$ cat config.mk
export PLATFORM = sky130hd
export DESIGN_NAME = game_status_rx
export DESIGN_NICKNAME = d
export VERILOG_FILES = /design/src/rtl/game_status_rx.sv
export SDC_FILE = /design/constraint.sdc
export NUM_CORES = 1
export LEC_CHECK = 0
export BUFFER_PORTS_ARGS = -buffer_cell sky130_fd_sc_hd__buf_4
export CAP_MARGIN = 5
export CORE_ASPECT_RATIO = 2
export CORE_UTILIZATION = 47
export CTS_CLUSTER_DIAMETER = 150
export DETAILED_ROUTE_END_ITERATION = 12
export PLACE_DENSITY = 0.71
export SLEW_MARGIN = 15
export SYNTH_ARGS = -nofsm -noshare
export SYNTH_HDL_FRONTEND = slang
export SYNTH_SLANG_ARGS = --single-unit
$ cat constraint.sdc
create_clock -name clk -period 2.7 [get_ports clk]
set_input_delay 0.135 -clock clk [delete_from_list [all_inputs] [get_ports clk]]
set_output_delay 0.135 -clock clk [all_outputs]
set_load 0.01 [all_outputs]
$ cat src/rtl/game_status_rx.sv
// Host-side receiver for the cannon game's status pins: synchronizes the pins,
// detects shot results and keeps per-game tallies under an IDLE/PLAY/OVER FSM.
module game_status_rx #(
    parameter int SHOTS_PER_GAME = 16
) (
    input  logic       clk,
    input  logic       reset,
    input  logic       ena,
    input  logic       result_valid_pin,
    input  logic       hit_pin,
    input  logic [4:0] target_x_pin,
    input  logic       target_top_pin,
    input  logic       start_new_game,
    output logic [4:0] shots,
    output logic [4:0] hits,
    output logic [4:0] streak,
    output logic [4:0] best_streak,
    output logic [4:0] last_target_x,
    output logic       last_target_top,
    output logic       shot_pulse,
    output logic       hit_pulse,
    output logic       playing,
    output logic       game_over
);

    typedef enum logic [1:0] {
        ST_IDLE,
        ST_PLAY,
        ST_OVER
    } state_t;

    localparam logic [4:0] LP_LAST_SHOT = 5'(SHOTS_PER_GAME);

    logic       r_valid_s1, r_valid_s2, r_valid_prev;
    logic       r_hit_s1, r_hit_s2;
    logic [4:0] r_tx_s1, r_tx_s2;
    logic       r_top_s1, r_top_s2;
    logic       r_start_prev;

    state_t     r_state;
    logic [4:0] r_shots, r_hits, r_streak, r_best, r_last_tx;
    logic       r_last_top, r_shot_pulse, r_hit_pulse, r_playing, r_game_over;

    logic       w_result_edge, w_start_edge;
    logic [4:0] w_shots_next, w_streak_next;

    // Stage 0/1: two-flop synchronizers plus edge-history flops, never gated.
    always_ff @(posedge clk) begin
        if (reset) begin
            r_valid_s1   <= 1'b0;
            r_valid_s2   <= 1'b0;
            r_valid_prev <= 1'b0;
            r_hit_s1     <= 1'b0;
            r_hit_s2     <= 1'b0;
            r_tx_s1      <= 5'd0;
            r_tx_s2      <= 5'd0;
            r_top_s1     <= 1'b0;
            r_top_s2     <= 1'b0;
            r_start_prev <= 1'b0;
        end else begin
            r_valid_s1   <= result_valid_pin;
            r_valid_s2   <= r_valid_s1;
            r_valid_prev <= r_valid_s2;
            r_hit_s1     <= hit_pin;
            r_hit_s2     <= r_hit_s1;
            r_tx_s1      <= target_x_pin;
            r_tx_s2      <= r_tx_s1;
            r_top_s1     <= target_top_pin;
            r_top_s2     <= r_top_s1;
            r_start_prev <= start_new_game;
        end
    end

    assign w_result_edge = r_valid_s2 & ~r_valid_prev;
    assign w_start_edge  = start_new_game & ~r_start_prev;
    assign w_shots_next  = r_shots + 5'd1;
    assign w_streak_next = r_streak + 5'd1;

    // Stage 2: game FSM and tallies; a start edge outranks a coincident result.
    always_ff @(posedge clk) begin
        if (reset) begin
            r_state      <= ST_IDLE;
            r_shots      <= 5'd0;
            r_hits       <= 5'd0;
            r_streak     <= 5'd0;
            r_best       <= 5'd0;
            r_last_tx    <= 5'd0;
            r_last_top   <= 1'b0;
            r_shot_pulse <= 1'b0;
            r_hit_pulse  <= 1'b0;
            r_playing    <= 1'b0;
            r_game_over  <= 1'b0;
        end else begin
            r_shot_pulse <= 1'b0;
            r_hit_pulse  <= 1'b0;
            if (ena) begin
                if (w_start_edge) begin
                    r_state     <= ST_PLAY;
                    r_playing   <= 1'b1;
                    r_game_over <= 1'b0;
                    r_shots     <= 5'd0;
                    r_hits      <= 5'd0;
                    r_streak    <= 5'd0;
                    r_best      <= 5'd0;
                    r_last_tx   <= 5'd0;
                    r_last_top  <= 1'b0;
                end else if (r_state == ST_PLAY && w_result_edge) begin
                    r_shots      <= w_shots_next;
                    r_last_tx    <= r_tx_s2;
                    r_last_top   <= r_top_s2;
                    r_shot_pulse <= 1'b1;
                    if (r_hit_s2) begin
                        r_hits      <= r_hits + 5'd1;
                        r_streak    <= w_streak_next;
                        r_hit_pulse <= 1'b1;
                        if (w_streak_next > r_best) begin
                            r_best <= w_streak_next;
                        end
                    end else begin
                        r_streak <= 5'd0;
                    end
                    if (w_shots_next == LP_LAST_SHOT) begin
                        r_state     <= ST_OVER;
                        r_playing   <= 1'b0;
                        r_game_over <= 1'b1;
                    end
                end
            end
        end
    end

    assign shots           = r_shots;
    assign hits            = r_hits;
    assign streak          = r_streak;
    assign best_streak     = r_best;
    assign last_target_x   = r_last_tx;
    assign last_target_top = r_last_top;
    assign shot_pulse      = r_shot_pulse;
    assign hit_pulse       = r_hit_pulse;
    assign playing         = r_playing;
    assign game_over       = r_game_over;

endmodule

**Yosys cells after proc, flatten, opt, wreduce, memory -nomap -nowiden**

Index checks and enable logic that the tools add are counted.

- Bits in registers: 50

- Equality and inequality tests: 2
- Muxes and demuxes: 27
- Reductions and logical operators: 11
- Order comparisons: 1
- Bitwise logic cells: 6
- Add/subtract/negate cells: 3

Operators by type and width:

| kind | count |
|---|---|
| 5-bit 2-to-1 mux | 14 |
| 5-bit by 1-bit adder with 5-bit output, second input constant | 3 |
| 1-bit 2-to-1 mux | 10 |
| 2-bit nonzero test | 4 |
| 2-bit 2-to-1 mux | 3 |
| 3-bit AND reduction | 2 |
| 5-bit == test, second input constant | 1 |
| 5-bit greater-than comparator | 1 |
| 1-bit inverter | 4 |
| 4-bit AND reduction | 1 |
| 4-bit OR reduction | 1 |
| 3-bit OR reduction | 1 |
| 1-bit bitwise AND | 2 |
| 2-bit by 1-bit == test with 1-bit output, second input constant | 1 |
| 2-bit AND reduction | 1 |
| 1-bit logical AND | 1 |

**Longest topological paths before layout**

- Depth in word-level cells: 6
- Gate-level depth with buffers: 8
- Mapped depth without buffers: 8

**Least setup slack after synthesis**

No wires, ideal clock.

- Path type: register to register
- Start: register r_streak[0], in the netlist streak[0]
- End: register r_best[3], in the netlist best_streak[3]
- Clock period less this slack: 2.196 ns
- Data required time: 2.583 ns
- Setup time: 0.117 ns
- Data arrival time: 2.078 ns
- Path buffers: 0
- Setup slack: 0.504 ns
- Stages on the path, launching flop included: 9
- Cells stage by stage: dfxtp_1 -> ha_1 -> nand3_1 -> xnor2_1 -> ha_1 -> and4_1 -> a21o_1 -> o211a_1 -> a32o_1

- Longest elaborated chain between the ends: 5
- Elaborated cells between the ends (all ways): 8
- Classes of those cells: add/sub: 1; order compare: 1; mux: 4; reduce/logical: 2

Ends and longest elaborated chain:

| item | line | RTL |
|---|---|---|
| start, declared | 41 | `logic [4:0] r_shots, r_hits, r_streak, r_best, r_last_tx;` |
| start signal, assigned | 114 | `r_streak <= w_streak_next;` |
| 5-bit by 1-bit adder with 5-bit output * | 77 | `assign w_streak_next = r_streak + 5'd1;` |
| branches (longest 4 deep; another with 5-bit greater-than comparator) | -- |  |
| end signal, assigned | 117 | `r_best <= w_streak_next;` |
| end, declared | 41 |  |

Every way passes the cells marked *. The select of a mux whose other input is x is not followed.
A chain may end at the register's enable or synchronous reset.

**Worst setup path in the final report**

- Start: register r_streak[0], in the netlist streak[0]
- End: register r_best[2], in the netlist best_streak[2]

Same word-level chain as after synthesis.

==> reports/metrics.yaml <==
global_routing:
  grt_pass1_vias: 1525
  antenna_found_initial: 0
  grt_pass1_wl_mm: 7.04
  grt_max_degree: 42
  grt-ovfl-total: 0
  grt_usage_pct: 22.7
yosys:
  synth_cell_types: 42
  synthFlopType: "dfxtp_1"
  async_flop_share_pct: 0
  yosysMostFrequentCell: "dfxtp_1"
  yosysTopAreaCellShare_pct: 50.6
  synth_area_leaders: "dfxtp_1, nor2b_1, ha_1, a22oi_1, nor2_1"
  syn_avg_cell_area_um2: 10.3
  synth.cell_area_um2: 1900
  ys_warn_count: 0
  yosysTopAreaCell: "dfxtp_1"
  synth-edff-count: 0
  synthTopCellsByCount: "dfxtp_1, nor2b_1, nor2_1"
  ys_ff_latch: 48
  syn_nets: 204
  netlist_instances: 184
  ys_seq_area_share_pct: 50.6
clock_tree:
  clkLatencyLatePin_ns: 0.30
  ctsHtreeMaxLevel: 2
  cts_tree: "yes"
  cts_resized: 0
  hold_buffers: 0
  clkTransAtPathRegs_ns: 0.09
  cts_buffers: 5
  cts_root_buf: "clkbuf_8"
  cts_buffer_depth: 2
  cts_setup_buffers: 0
  cts_sinks: 48
timing:
  setup_tns_ns: 0
  fin_crit_ns: 2.54
  holdWs_ns: 0.0418
  max_freq_mhz: 393
  worst_slew_pin_slew_ns: 0.595
  relSlewSlack_pct: 60.2
  setup_violations: 0
  finalHoldViolCount: 0
  period_share_pct: 94.2
  drv_slew: 0
  rsz0062_at_grt: "false"
  clock_skew_ns: 0.00730
hold_path:
  worst_hold_path_type: "in2reg"
  hold_end: "r_valid_s1$_SDFF_PP0_"
  min_path_cells: 2
  hold_start: "result_valid_pin"
detailed_routing:
  drt_iter0_markers: 44
  detail_route.wl_per_cell_um: 15.3
  drc: 0
  dr.pass1.iters: 4
  via_per_inst: 5.48
  ant_nets: 0
  vias: 1524
  wl_mm: 4.25
die:
  die_w_um: 47.0
  rows: 32
  io_pins: 42
  core_um2: 3840
  initial_core_util_pct: 49.4
  die_h_um: 91.9
  dieArea_um2: 4310
cells_and_area:
  flow.area_growth_from_synthesis_pct: 24.0
  drive_above_1_share_pct: 25.1
  antenna_cells: 0
  fin_nets: 246
  fin_area_um2: 2350
worst_setup_path:
  critical_path_class: "reg2reg"
  reg2reg_depth: 8
  worst-path-max-fanout: 6
  required_ns: 2.93
  crit_path_start_kind: "flop"
  r2r-end: "best_streak[2]$_SDFFE_PP0P_"
  r2r_slack_ns: 0.16
  arrival_ns: 2.78
  worstSetupEndpointType: "flop"
  r2r-start: "streak[0]$_SDFFE_PP0P_"
status:
  status: "finished, final reports clean"
power_and_ir_drop:
  leakage_nw: 0.929
  power_frac_comb_pct: 4.4
  p_switching_mw: 0.266
  p_clk_share_pct: 39.1
  p_seq_share_pct: 56.6
  p_sw_share_pct: 20.7
  peakVddDrop_mv: 0.470
  power_density_nw_per_um2: 546
  cellInternalPower_mw: 1.02
place:
  hpwl_mm: 3.18
  finalWeightedCongestion: 0.745
  dpl-instance-area_um2: 2240
  portBuffers: 41
flow_run:
  maxCapViolCount: 0
-- critical path: stages (launching register included) --
cell and delay (ns):
dfxtp_1 0.43, ha_1 0.26, nand3_1 0.12, xnor2_1 0.31, ha_1 0.31, and4_1 0.22, a21o_1 0.21, o211ai_1 0.38
a32o_1 0.25
-- cells in the final DEF (no fill, tap or decap), types with 2 or more instances in the layout --
cell type,instances
o21ai_0,3
a311oi_1,3
mux2i_1,2
ha_1,8
nor2_1,14
a22oi_1,11
nand2_1,7
a21boi_0,3
xnor2_1,2
nand2b_1,2
a41oi_1,2
a32o_1,5
buf_4,42
or3_1,3
nand3_1,7
a21oi_1,8
nor2b_1,20
clkbuf_8,5
dfxtp_1,48
o21a_1,2
inv_1,7
-- sequential cells by signal (all words and copies together) (netlist names), 2 cells and up --
name and flops:
best_streak 5, hits 5, last_target_x 5, r_tx_s1 5
r_tx_s2 5, shots 5, streak 5, r_state 2
-- worst max path at each step --
stage                                      start                          end  cells past startpoint
after floorplan           streak[0]$_SDFFE_PP0P_  best_streak[3]$_SDFFE_PP0P_                      8
after CTS                 streak[0]$_SDFFE_PP0P_  best_streak[2]$_SDFFE_PP0P_                      8
final                     streak[0]$_SDFFE_PP0P_  best_streak[2]$_SDFFE_PP0P_                      8
after detailed placement  streak[0]$_SDFFE_PP0P_  best_streak[2]$_SDFFE_PP0P_                      8
after global routing      streak[0]$_SDFFE_PP0P_  best_streak[2]$_SDFFE_PP0P_                      8
after global placement    streak[0]$_SDFFE_PP0P_  best_streak[0]$_SDFFE_PP0P_                      8
-- metrics by stage --
step                      setup WS, ns  power, mW  utilization [%]  cells
after floorplan                  0.504      0.776                -    184
after global placement           0.430      0.797             58.4    270
after detailed placement         0.218      0.800             58.4    270
after CTS                        0.181       1.29             61.3    278
after global routing            0.0648       1.34             61.3    278
final                            0.155       1.28             61.3    278
-- routing by layer --
metal	vias to the layer above	track usage, %	wire, µm
li1	745	-	-
met1	727	23.2	1520
met2	38	41.0	2480
met3	14	4.33	126
met4	0	9.76	125
met5	-	0	0
-- layout make-up --
| type | count | area [µm²] |
|---|---|---|
| clock inverter | 3 | 42.5 |
| multi-input combinational | 122 | 877 |
| inverter | 7 | 26.3 |
| sequential | 48 | 961 |
| fill | 364 | 1490 |
| tap | 51 | 63.8 |
| timing repair buffer | 42 | 315 |
| clock buffer | 5 | 68.8 |
-- power groups by stage --
stage               Combinational, mW  Clock, mW  Sequential, mW
global placement               0.0546          0           0.743
CTS                            0.0566      0.511           0.727
global route                   0.0608      0.546           0.728
detailed placement             0.0564          0           0.743
floorplan                      0.0336          0           0.742
finish                         0.0560      0.502           0.727
-- cell families (layout without fill, tap and decap cells) --
logic type               count (synthesis)  in the layout  share of synthesized area (%)
AO/OA/AOI/OAI                           45             45                           18.1
buffers and inverters                   14             57                           3.23
XOR/XNOR                                 3              3                           1.38
AND/OR/NAND/NOR                         64             64                           20.4
multiplexers                             2              2                           1.05
adder cells (fa/ha/maj)                  8              8                           5.27
flip-flops                              48             48                           50.6
No activity file was read; power rests on OpenSTA's default activity.
